## src/rtl/d_inst_recv.sv

```systemverilog
// Decode receive stage: pairs fetch-stage entries with in-order inst responses (bypass or small FIFO).
// Bypass binds on the data_ok edge, FIFO words bind one cycle after capture; holds the entry while allowin_next=0.

module d_inst_fifo #(
    parameter int DEPTH = 2,
    parameter int W     = 32
) (
    input  logic         clk,
    input  logic         reset,
    input  logic         clear,
    input  logic         push,
    input  logic [W-1:0] push_dat,
    input  logic         pop,
    output logic [W-1:0] head,
    output logic         empty,
    output logic         full
);
    localparam int AW = (DEPTH > 1) ? $clog2(DEPTH) : 1;

    logic [W-1:0]  mem [DEPTH];
    logic [AW-1:0] wr_ptr, rd_ptr;
    logic [AW:0]   cnt;
    logic          do_push, do_pop;

    assign empty   = (cnt == '0);
    assign full    = (cnt == (AW+1)'(DEPTH));
    assign do_push = push && !full;
    assign do_pop  = pop && !empty;
    assign head    = mem[rd_ptr];

    always_ff @(posedge clk) begin
        if (reset || clear) begin
            wr_ptr <= '0;
            rd_ptr <= '0;
            cnt    <= '0;
        end else begin
            if (do_push) wr_ptr <= wr_ptr + 1'b1;
            if (do_pop)  rd_ptr <= rd_ptr + 1'b1;
            cnt <= cnt + {{AW{1'b0}}, do_push} - {{AW{1'b0}}, do_pop};
        end
    end

    always_ff @(posedge clk) begin
        if (do_push) mem[wr_ptr] <= push_dat;
    end
endmodule

module d_inst_recv #(
    parameter int          FIFO_DEPTH = 2,
    parameter int          CNT_W      = 2,
    parameter logic [31:0] RESET_PC   = 32'hbfc00000
) (
    input  logic        clk,
    input  logic        reset,
    input  logic        valid_last,
    output logic        allowin,
    input  logic [31:0] pc_in,
    input  logic [4:0]  exc_in,
    input  logic [31:0] badVAddr_in,
    input  logic        bd_in,
    input  logic        inst_req,
    input  logic        inst_addr_ok,
    input  logic        inst_data_ok,
    input  logic [31:0] inst_rdata,
    input  logic        flush,
    input  logic        allowin_next,
    output logic        valid,
    output logic [31:0] pc_out,
    output logic [31:0] instr_out,
    output logic [4:0]  exc_o,
    output logic [31:0] badVAddr_o,
    output logic        bdOut,
    output logic        proto_err
);
    typedef struct packed {
        logic [31:0] pc;
        logic [4:0]  exc;
        logic [31:0] badvaddr;
        logic        bd;
    } meta_t;

    localparam logic [CNT_W-1:0] CNT_MAX = '1;

    meta_t            meta_q;
    logic             valid_r, instr_ok;
    logic [CNT_W-1:0] outstanding, discard;
    logic [31:0]      fifo_head;
    logic             fifo_empty, fifo_full;

    logic ready_go, capture, need_word, bind_fifo, rsp_live, bypass, push_req, req_acc;

    assign pc_out     = meta_q.pc;
    assign exc_o      = meta_q.exc;
    assign badVAddr_o = meta_q.badvaddr;
    assign bdOut      = meta_q.bd;

    assign ready_go  = valid_r && (instr_ok || meta_q.exc != 5'd0);
    assign allowin   = !valid_r || (ready_go && allowin_next);
    assign valid     = ready_go;
    assign capture   = allowin && valid_last && !flush;
    assign need_word = valid_r && !instr_ok && meta_q.exc == 5'd0;
    assign bind_fifo = need_word && !fifo_empty && !flush;
    // Words for the squashed path and any word in the flush cycle never reach the entry or FIFO.
    assign rsp_live  = inst_data_ok && discard == '0 && !flush;
    assign bypass    = rsp_live && need_word && fifo_empty;
    assign push_req  = rsp_live && !bypass;
    assign req_acc   = inst_req && inst_addr_ok;

    d_inst_fifo #(.DEPTH(FIFO_DEPTH), .W(32)) u_fifo (
        .clk      (clk),
        .reset    (reset),
        .clear    (flush),
        .push     (push_req),
        .push_dat (inst_rdata),
        .pop      (bind_fifo),
        .head     (fifo_head),
        .empty    (fifo_empty),
        .full     (fifo_full)
    );

    always_ff @(posedge clk) begin
        if (reset) begin
            outstanding <= '0;
            discard     <= '0;
            proto_err   <= 1'b0;
        end else begin
            if (req_acc && !inst_data_ok && outstanding != CNT_MAX)
                outstanding <= outstanding + 1'b1;
            else if (!req_acc && inst_data_ok && outstanding != '0)
                outstanding <= outstanding - 1'b1;

            // Only requests accepted before this cycle belong to the squashed path.
            if (flush)
                discard <= (inst_data_ok && outstanding != '0) ? outstanding - 1'b1 : outstanding;
            else if (inst_data_ok && discard != '0)
                discard <= discard - 1'b1;

            if ((push_req && fifo_full) || (inst_data_ok && outstanding == '0))
                proto_err <= 1'b1;
        end
    end

    always_ff @(posedge clk) begin
        if (reset) begin
            valid_r   <= 1'b0;
            instr_ok  <= 1'b0;
            meta_q    <= '{pc: RESET_PC, exc: 5'd0, badvaddr: 32'd0, bd: 1'b0};
            instr_out <= 32'd0;
        end else if (flush) begin
            valid_r  <= 1'b0;
            instr_ok <= 1'b0;
        end else if (capture) begin
            valid_r  <= 1'b1;
            instr_ok <= 1'b0;
            meta_q   <= '{pc: pc_in, exc: exc_in, badvaddr: badVAddr_in, bd: bd_in};
            if (exc_in != 5'd0) instr_out <= 32'd0;
        end else begin
            if (ready_go && allowin_next) valid_r <= 1'b0;
            if (bind_fifo) begin
                instr_out <= fifo_head;
                instr_ok  <= 1'b1;
            end else if (bypass) begin
                instr_out <= inst_rdata;
                instr_ok  <= 1'b1;
            end
        end
    end
endmodule

```

## config.mk

```make
export PLATFORM = sky130hd
export DESIGN_NAME = d_inst_recv
export DESIGN_NICKNAME = d
export VERILOG_FILES = /design/src/rtl/d_inst_recv.sv
export SDC_FILE = /design/constraint.sdc
export NUM_CORES = 1
export LEC_CHECK = 0
export ABC_AREA = 1
export CAP_MARGIN = 10
export CORE_ASPECT_RATIO = 1.25
export CORE_MARGIN = 3
export CORE_UTILIZATION = 48
export CTS_CLUSTER_DIAMETER = 80
export DETAILED_ROUTE_END_ITERATION = 16
export PLACE_DENSITY_LB_ADDON = 0.05
export SLEW_MARGIN = 5
export SYNTH_ARGS = -nofsm -noshare
export SYNTH_HDL_FRONTEND = slang
export SYNTH_SLANG_ARGS = --single-unit
```

## constraint.sdc

```tcl
create_clock -name clk -period 3.7 [get_ports clk]
set_input_delay 0.555 -clock clk [delete_from_list [all_inputs] [get_ports clk]]
set_output_delay 0.555 -clock clk [all_outputs]
set_load 0.03 [all_outputs]
```

# Word level (Yosys, flattened, before mapping)
# Memories as Yosys holds them, arrays and structs flattened. A register that Yosys moved wholly into a read port is not among the register bits.
# Cells that the tools add are included.
# totals
register_bits	113
wordCells	95
memories	1
inputBits	110
output_inout_bits	105
ramBits	64
# op_classes
n_reduce_logical	53
add_sub_neg	7
bitwise	1
n_eq_ne	3
muxes	17
# mem_list
memory	words	word_bits	read_ports	rd_ports_with_merged_regs	wr	line	text
u_fifo.mem	2	32	1	1	1	20	logic [W-1:0] mem [DEPTH];
# op_table
cell	n
2-to-1 mux 32 bit	4
logical AND 1 bit	24
nonzero test 2 bit	6
2-to-1 mux 2 bit	5
nonzero test 5 bit	2
logical NOT 1 bit	8
2-to-1 mux 1 bit	8
logical NOT 2 bit	3
logical NOT 5 bit	1
logical OR 1 bit	4
subtractor 2 x 1 -> 2 bit, second input constant	2
AND reduction 3 bit	1
nonzero test 3 bit	1
OR reduction 3 bit	1
adder 1 bit, second input constant	2
adder 2 x 1 -> 2 bit	1
adder 2 x 1 -> 2 bit, second input constant	1
equality test 2 bit, second input constant	1
!= test 2 x 1 -> 1 bit, second input constant	1
!= test 2 bit, second input constant	1
AND reduction 2 bit	1
OR reduction 2 bit	1
subtractor 2 x 1 -> 2 bit	1
inverter 1 bit	1

# Logic depth before layout (Yosys ltp)
# Gate-level depths: netlist of the first run.
# depth
ltp_word	10
mapped_depth	11
depth_no_buf	10

# Modules after synthesis
# A second synthesis of the first run with hierarchy kept.
# unflattened
hier_cells	831
hier_area_um2	7402.1
# by_module_without_submodules
module	seq_area_each_um2	instances	cells_each	area_each_um2
d_inst_recv	2182.1	1	693	4684.5
d_inst_fifo	2021.9	1	138	2717.6

# Least setup slack after synthesis of the first run
# Ideal clock, no wire load.
# synth_path
path_type	reg-to-reg
start	register meta_q, in the netlist exc_o[2]
end	memory u_fifo.mem[1][0], enable pin
n_path_buf	0
stages_incl_launch_ff	9
setup_slack_ps	783
period_less_slack_ps	2917
setup_time_ps	423
arrival_time_ps	2494
t_required_ps	3277
cell_sequence	dfxtp_1 -> nor2_2 -> nand3_4 -> nor2_8 -> nand2_1 -> nand2_1 -> nor2_1 -> inv_1 -> nor2_1
# synth_via
elab_chain_cells	9
# synth_rtl
item	line	text
from (decl)	84	meta_t meta_q;
from (signal assigned)	147	meta_q <= '{pc: RESET_PC, exc: 5'd0, badvaddr: 32'd0, bd: 1'b0};
from (signal assigned)	155	meta_q <= '{pc: pc_in, exc: exc_in, badvaddr: badVAddr_in, bd: bd_in};
logical NOT 5 bit	101	assign need_word = valid_r && !instr_ok && meta_q.exc == 5'd0;
logical AND 1 bit	101	
logical AND 1 bit (2 in series)	105	assign bypass = rsp_live && need_word && fifo_empty;
logical NOT 1 bit	106	assign push_req = rsp_live && !bypass;
logical AND 1 bit	106	
logical AND 1 bit	27	assign do_push = push && !full;
net u_fifo.do_push	23	logic do_push, do_pop;
2-to-1 mux 1 bit	44	if (do_push) mem[wr_ptr] <= push_dat;
2-to-1 mux 1 bit (implied by the code)	44	
to (decl)	20	
# The timed path passes the listed nets, and every way through them passes these cells.

# Worst setup path after layout of the first run
# layout_path
start	register meta_q, in the netlist exc_o[2]
end	register u_fifo.cnt[1]
# layout_via
elab_cells_between_ends	12
classes_between	add/sub: 2; reduce/logical: 10
# layout_rtl
item	line	text
logical NOT 5 bit	101	
logical AND 1 bit	101	
logical AND 1 bit (2 in series)	102	assign bind_fifo = need_word && !fifo_empty && !flush;
logical AND 1 bit	28	assign do_pop = pop && !empty;
net u_fifo.do_pop	23	
subtractor 2 x 1 -> 2 bit	39	cnt <= cnt + {{AW{1'b0}}, do_push} - {{AW{1'b0}}, do_pop};
to (signal assigned)	39	
to (decl)	22	logic [AW:0] cnt;
# The timed path passes the listed nets, and every way through them passes these cells.
# A chain may end at the register's enable or synchronous reset.

==> impl_results.rst, run 1 <==
.. list-table::
   :header-rows: 1

   * - Metric
     - Value
   * - Status
     - finished, final reports clean
   * - Post-detailed-route via-to-cell ratio
     - roughly 4.8
   * - Crit-path cells
     - nor2_2, nand3_4, nor2_8, nand3_4, inv_1, ha_1, inv_1, ha_1, or2_2, a21oi_1
   * - Worst setup SP type
     - flip-flop
   * - Count of vias placed by the detailed router
     - roughly 6200
   * - Kind of end point of the critical path
     - flip-flop
   * - Post-detailed-routing wire length
     - ~18000 µm
   * - Clock tree from TritonCTS
     - done
   * - Initial detailed-routing violation count
     - 380
   * - Share of the clock period used by the worst path after layout
     - 0.692
   * - Post-route cell area
     - around 0.010 mm²
   * - Ports
     - 215
   * - Clk sinks
     - approximately 180
   * - Highest-delay cell along the critical path
     - nand3_4
   * - CTS Root Buffer Type
     - clkbuf_16
   * - Area growth from synthesis to final layout
     - 37.3%
   * - Pins over their slew limit
     - 0
   * - Post-route clock skew
     - about 6.3 ps
   * - Fmax
     - a little under 400 MHz
   * - Avg Inst Size Synth
     - roughly 8.4 µm²
   * - Kind of cell adding the most delay to the critical path
     - simple AND/OR/NAND/NOR gates
   * - Number of synthesized register bits
     - ~180
   * - Port bufs
     - roughly 210
   * - Post-DRT Antenna Nets
     - 0
   * - Via count of the first global-routing pass
     - 5955
   * - Inserted Diodes
     - 0
   * - Clock period minus final worst setup slack
     - approximately 2600 ps
   * - Leading cell types in the layout, fill and taps excluded
     - 280 x nand2_1, 213 x clkdlybuf4s50_1, 113 x dfxtp_1
   * - Layout cells sized above 1
     - 0.0541
   * - Clock tree buffer depth
     - 2
   * - Wire length of the first global-routing pass
     - between 20000 and 30000 µm
   * - Setup TNS
     - 0 ps
   * - Pin count of the biggest net entering global routing
     - 84
   * - Leading post-synthesis cells by cell area
     - dfxtp_1 31%, edfxtp_1 26%, nand2_1 14%, a21oi_1 4.7%, inv_1 4.4%
   * - Max Fanout on Critical Path
     - 35
   * - Area of placed instances
     - roughly 0.0096 mm²
   * - Worst-Margin Slew
     - 984 ps
   * - PwrDens
     - ~460 mW/mm²
   * - Filler cells
     - ~1300
   * - Proportion of total power due to net switching
     - 0.248
   * - Count of hold-fix buffers inserted at cts
     - 0
   * - Placeable Area
     - 0.0151 mm²
   * - Number of antenna violations at the first check in global routing
     - 0
   * - Leakage Power
     - slightly above 0.004 µW
   * - Nets in the synthesized netlist
     - 1004
   * - Post-synthesis instance area
     - ~0.0074 mm²
   * - Post-synthesis cell type count
     - 30
   * - Number of nets in the final layout
     - ~1200
   * - Buffer and inverter count on the worst path
     - 2
   * - Final hold violation count
     - 0
   * - Overall die width
     - roughly 120 µm
   * - Largest area contributor in the netlist
     - dfxtp_1
   * - Setup repair after global routing missed its margin
     - false
   * - Switching power total
     - approximately 1200 µW
   * - Yosys warnings
     - 0
   * - Internal Pwr Total
     - approximately 3500 µW
   * - Class of the tightest hold or removal check
     - flip-flop to flip-flop
   * - Final setup viols
     - 0
   * - Source-to-sink clock delay at the later pin of the worst-skew pair
     - approximately 420 ps
   * - GP Congestion
     - ~0.80
   * - Most common cell after layout, fill and taps aside
     - nand2_1
   * - Post-detailed-route wirelength per cell
     - ~14 µm
   * - Largest stage delay, worst path
     - 490 ps
   * - # resized after CTS
     - 0
   * - Share of power burned in combinational logic
     - 0.150
   * - Register clock-pin slew on the reported worst setup and hold paths
     - around 60 ps
   * - Critical Path AT
     - 2910 ps
   * - CTS H-Tree Depth
     - 4
   * - Std cell rows
     - 50
   * - Residual overflow from global routing
     - 0
   * - Starting density of the core
     - 0.494
   * - Clock share of power
     - 0.384
   * - Number of buffers added by the clock tree synthesis step
     - 17
   * - Design Power
     - 4650 µW
   * - IR drop worst, VDD
     - 306 µV
   * - Power share of the sequential group
     - 0.466
   * - Drc violations
     - 0
   * - Sequential-to-total area share from yosys stat
     - 0.565
   * - Cell count after synthesis
     - 889
   * - Number of buffers inserted by post-CTS setup repair
     - 0
   * - Max capacitance violation total
     - 0
   * - Hpwl dp
     - between 10000 and 15000 µm
   * - Height of the die
     - around 150 µm
   * - Crit path required time
     - a little over 4000 ps
   * - DIE AREA
     - between 0.015 and 0.02 mm²
   * - Share of the synthesized area in the top cell type
     - 0.307
   * - Kind of critical path
     - flip-flop to flip-flop
   * - Global routing usage summed across all routing layers
     - 0.212
   * - Relative slew margins
     - 0.344
   * - Detailed-routing iteration count for the pre-antenna-repair pass
     - 5
-- worst paths after layout --
check	startpoint	endpoint	slack (ps)	cells past startpoint
setup / recovery	exc_o[2]	u_fifo.cnt[1]	1140	10
hold / removal	u_fifo.rd_ptr	flip-flop	450	1
setup reg to reg	exc_o[2]	u_fifo.cnt[1]	1140	10
hold reg to reg	u_fifo.rd_ptr	flip-flop	450	1
-- Yosys cell counts --
cell type	count
nand2_1	280
nand3_1	42
a211oi_1	1
nand2_2	2
xnor2_1	1
dfxtp_1	114
edfxtp_1	64
buf_6	10
nor2_1	76
nand4_1	32
inv_2	1
o211ai_1	2
nand2_4	2
or2_2	2
a21oi_1	70
nor2_8	1
o211ai_4	1
clkbuf_1	14
inv_1	87
ha_1	5
nand4_2	1
clkinv_1	1
buf_4	4
nand3_4	3
buf_2	20
buf_1	7
xor2_1	2
nor3_1	3
nor2_2	3
o21ai_0	38
-- routing by layer --
| layer | wire, µm | GRT usage |
|---|---|---|
| met3 | 1440 | 0.0768 |
| met1 | 7320 | 0.247 |
| met5 | 0 | 0 |
| met4 | 354 | 0.0851 |
| met2 | 8810 | 0.355 |
-- per-stage QoR --
step                hold WS (ps)   util  worst slack, ps  instances
floorplan                    425      -              783        889
global placement             431  0.638              932       1266
detailed placement           438  0.638              882       1266
CTS                          447  0.678             1130       1298
global route                 475  0.678              901       1298
finish                       449  0.678             1140       1298
-- logic make-up (layout without fill, tap and decap cells) --
group	after synthesis	in the layout	synth area share
compound gates	112	112	0.0785
xor+xnor	3	3	0.00353
fa+ha+maj	5	5	0.00840
buf+inv	144	345	0.0881
flops	178	178	0.565
simple gates	447	447	0.257
-- cell type report --
class / instances / area (µm²) / area share
Tap cell: 208 / 260 / 0.0255
Sequential cell: 178 / 4210 / 0.411
Clock buffer: 25 / 529 / 0.0518
Multi-Input combinational cell: 567 / 2600 / 0.254
Timing Repair Buffer: 224 / 2220 / 0.218
Clock inverter: 7 / 67.6 / 0.00661
Inverter: 89 / 334 / 0.0327
-- power by group through the flow --
stage / registers, µW / clock network, µW / logic, µW
after floorplan: 2340 / 0 / 259
after detailed placement: 2210 / 0 / 702
after CTS: 2170 / 1830 / 706
after global routing: 2180 / 1910 / 763
after global placement: 2210 / 0 / 700
final: 2170 / 1780 / 697
-- sequential cells by signal (all words and copies together), names as in the netlist, 2 cells and up, named ones only --
name         cells
exc_o            5
instr_out       32
u_fifo.cnt       2
u_fifo.mem      64
badVAddr_o      32
outstanding      2
pc_out          32
discard          2
Note: power is estimated with default switching activity, not from simulation.
==> inputs of run 2 (changes only) <==
clock period = 2.6 ns   (was 3.7 ns; I/O delays follow)
==> run 2 against run 1 <==
- flip-flop and latch count is the same
- routed wire length is essentially flat
- register-to-register slack got worse by 390 ps
- non-clock buffer count is 6 higher
- core utilization is 0.47 points higher
- global-route usage grew 0.27 points
- die area did not move
- first-iteration DRC count down 19%
- combinational power rose by 45%
- clock power increased by 38%
- critical endpoint is now allowin
==> impl_results.rst, run 2 (synthesis gave the netlist of run 1 again) <==
.. list-table::
   :header-rows: 1

   * - Metric
     - Value
   * - Number of antenna violations at the first check in global routing
     - 0 (unchanged)
   * - Worst setup SP type
     - flip-flop (unchanged)
   * - Final WS setup
     - 333 ps (was 1140 ps)
   * - Detailed-routing iteration count for the pre-antenna-repair pass
     - 4 (was 5)
   * - Port bufs
     - 214 (unchanged)
   * - Endpoint of the worst register-to-register path
     - u_fifo.mem[1][27] (was u_fifo.cnt[1])
   * - Global routing usage summed across all routing layers
     - 0.215 (was 0.212)
   * - Post-DRT Antenna Nets
     - 0 (unchanged)
   * - Critical R2R Launch
     - discard[1] (was exc_o[2])
   * - Max capacitance violation total
     - 0 (unchanged)
   * - IR drop worst, VDD
     - 443 µV (was 306 µV)
   * - Critical Path AT
     - 1880 ps (was 2910 ps)
   * - Most common cell after layout, fill and taps aside
     - nand2_1 (unchanged)
   * - Leading cell types in the layout, fill and taps excluded
     - 280 x nand2_1, 213 x clkdlybuf4s50_1, 113 x dfxtp_1 (unchanged)
   * - Post-route clock skew
     - 6.88 ps (was 6.31 ps)
   * - Worst Setup Slack post-DPL
     - 290 ps (was 882 ps)
   * - Number of buffers inserted by post-CTS setup repair
     - 0 (unchanged)
   * - Crit path required time
     - 2210 ps (was 4050 ps)
   * - Source-to-sink clock delay at the later pin of the worst-skew pair
     - 430 ps (was 420 ps)
   * - CTS Root Buffer Type
     - clkbuf_16 (unchanged)
   * - Filler cells
     - 1249 (was 1276)
   * - Pin count of the biggest net entering global routing
     - 104 (was 84)
   * - Number of nets in the final layout
     - 1198 (was 1192)
   * - Final setup viols
     - 0 (unchanged)
   * - Leakage Power
     - 0.00413 µW (was 0.00410 µW)
   * - Initial detailed-routing violation count
     - 306 (was 380)
   * - Worst Hold End
     - pc_out[12]
   * - Relative slew margins
     - 0.678 (was 0.344)
   * - DIE AREA
     - 0.0171 mm² (unchanged)
   * - Setup TNS
     - 0 ps (unchanged)
   * - Drc violations
     - 0 (unchanged)
   * - Area growth from synthesis to final layout
     - 38.2% (was 37.3%)
   * - Share of the clock period used by the worst path after layout
     - 0.872
   * - Layout cells sized above 1
     - 0.0566 (was 0.0541)
   * - Height of the die
     - 145 µm (unchanged)
   * - Hpwl dp
     - 11700 µm (was 11900 µm)
   * - Inserted Diodes
     - 0 (unchanged)
   * - Clk sinks
     - 178 (unchanged)
   * - Placeable Area
     - 0.0151 mm² (unchanged)
   * - Max Fanout on Critical Path
     - 4 (was 35)
   * - Setup repair after global routing missed its margin
     - false (unchanged)
   * - Class of the tightest hold or removal check
     - input pin to flip-flop (was flip-flop to flip-flop)
   * - CTS H-Tree Depth
     - 4 (unchanged)
   * - Fmax
     - roughly 440 MHz
   * - Count of vias placed by the detailed router
     - 6227 (was 6244)
   * - Overall die width
     - 117 µm (unchanged)
   * - Count of hold-fix buffers inserted at cts
     - 0 (unchanged)
   * - Final hold violation count
     - 0 (unchanged)
   * - Std cell rows
     - 50 (unchanged)
   * - Register clock-pin slew on the reported worst setup and hold paths
     - 60 ps (about the same)
   * - Worst-Margin Slew
     - 483 ps (was 984 ps)
   * - Clock period minus final worst setup slack
     - 2270 ps
   * - Post-detailed-route via-to-cell ratio
     - 4.78 (was 4.81)
   * - Starting density of the core
     - 0.494 (unchanged)
   * - Post-detailed-route wirelength per cell
     - 13.8 µm (about the same)
   * - Clock tree from TritonCTS
     - done (unchanged)
   * - GP Congestion
     - 0.764 (was 0.795)
   * - Count of cells along the worst register-to-register path
     - 9 (was 10)
   * - Status
     - finished, final reports clean (unchanged)
   * - Number of buffers added by the clock tree synthesis step
     - 17 (unchanged)
   * - Hold Crit Depth
     - 2 (was 1)
   * - Clock tree buffer depth
     - 2 (unchanged)
   * - Post-detailed-routing wire length
     - 17900 µm (about the same)
   * - Setup slack of the most critical reg-to-reg path
     - 750 ps (was 1140 ps)
   * - Via count of the first global-routing pass
     - 6014 (was 5955)
   * - Residual overflow from global routing
     - 0 (unchanged)
   * - Register with the most flip-flops
     - u_fifo.mem (unchanged)
   * - Wire length of the first global-routing pass
     - 29800 µm (was 29500 µm)
   * - Pins over their slew limit
     - 0 (unchanged)
   * - Number of flip-flops under the largest register name
     - 64 (unchanged)
   * - Design Power
     - 6550 µW (was 4650 µW)
   * - Kind of critical path
     - flip-flop to primary output (was flip-flop to flip-flop)
   * - PwrDens
     - 636 mW/mm² (was 455 mW/mm²)
   * - Kind of end point of the critical path
     - primary output (was flip-flop)
   * - Source of the worst hold timing path
     - reset (was u_fifo.rd_ptr)
   * - Ports
     - 215 (unchanged)
   * - # resized after CTS
     - 0 (unchanged)
==> run 2: worst max path at each step <==
stage,startpoint,to,slack (ps),depth (start not counted)
finish,exc_o[4],allowin,330,5
global route,exc_o[4],allowin,230,5
CTS,exc_o[4],allowin,310,5
detailed placement,flush,u_fifo.cnt[1],290,9
global placement,inst_data_ok,u_fifo.mem[1][6],360,8
floorplan,exc_o[2],u_fifo.mem[1][0],210,8
==> run 2: power breakdown <==
part           total (µW)  switching, µW  internal [µW]
clock network        2450            994           1460
logic                1010            561            447
registers            3090           62.0           3030
total                6550           1620           4930
==> run 2: final cells by class <==
type,instances,area (µm²),share of cell area
Multi-Input combinational cell,567,2600,0.253
Timing Repair Buffer,230,2330,0.227
Tap cell,208,260,0.0253
Clock buffer,24,472,0.0458
Sequential cell,178,4210,0.409
Clock inverter,7,88.8,0.00863
Inverter,89,334,0.0325
==> run 2: stage by stage <==
step | instances | area (µm²) | hold slack [ps] | util
global placement | 1272 | 9730 | 438 | 0.646
finish | 1303 | 10300 | 360 | 0.683
floorplan | 889 | 7450 | 425 | -
detailed placement | 1272 | 9730 | 442 | 0.646
CTS | 1303 | 10300 | 344 | 0.683
global route | 1303 | 10300 | 355 | 0.683
==> run 2: critical path, cell delays in order (launching register included) <==
cell and delay (ps):
dfxtp_1 380, nor2_2 60, nand3_4 120, nand2_2 80
nand2_4 90, clkdlybuf4s50_1 710
==> run 2: layer usage <==
metal  routed length [µm]  vias up  GRT usage
met3                 1390       23     0.0834
li1                     -     3237          -
met4                  291        0     0.0722
met1                 7340     2792      0.246
met2                 8900      175      0.367
met5                    0        -          0
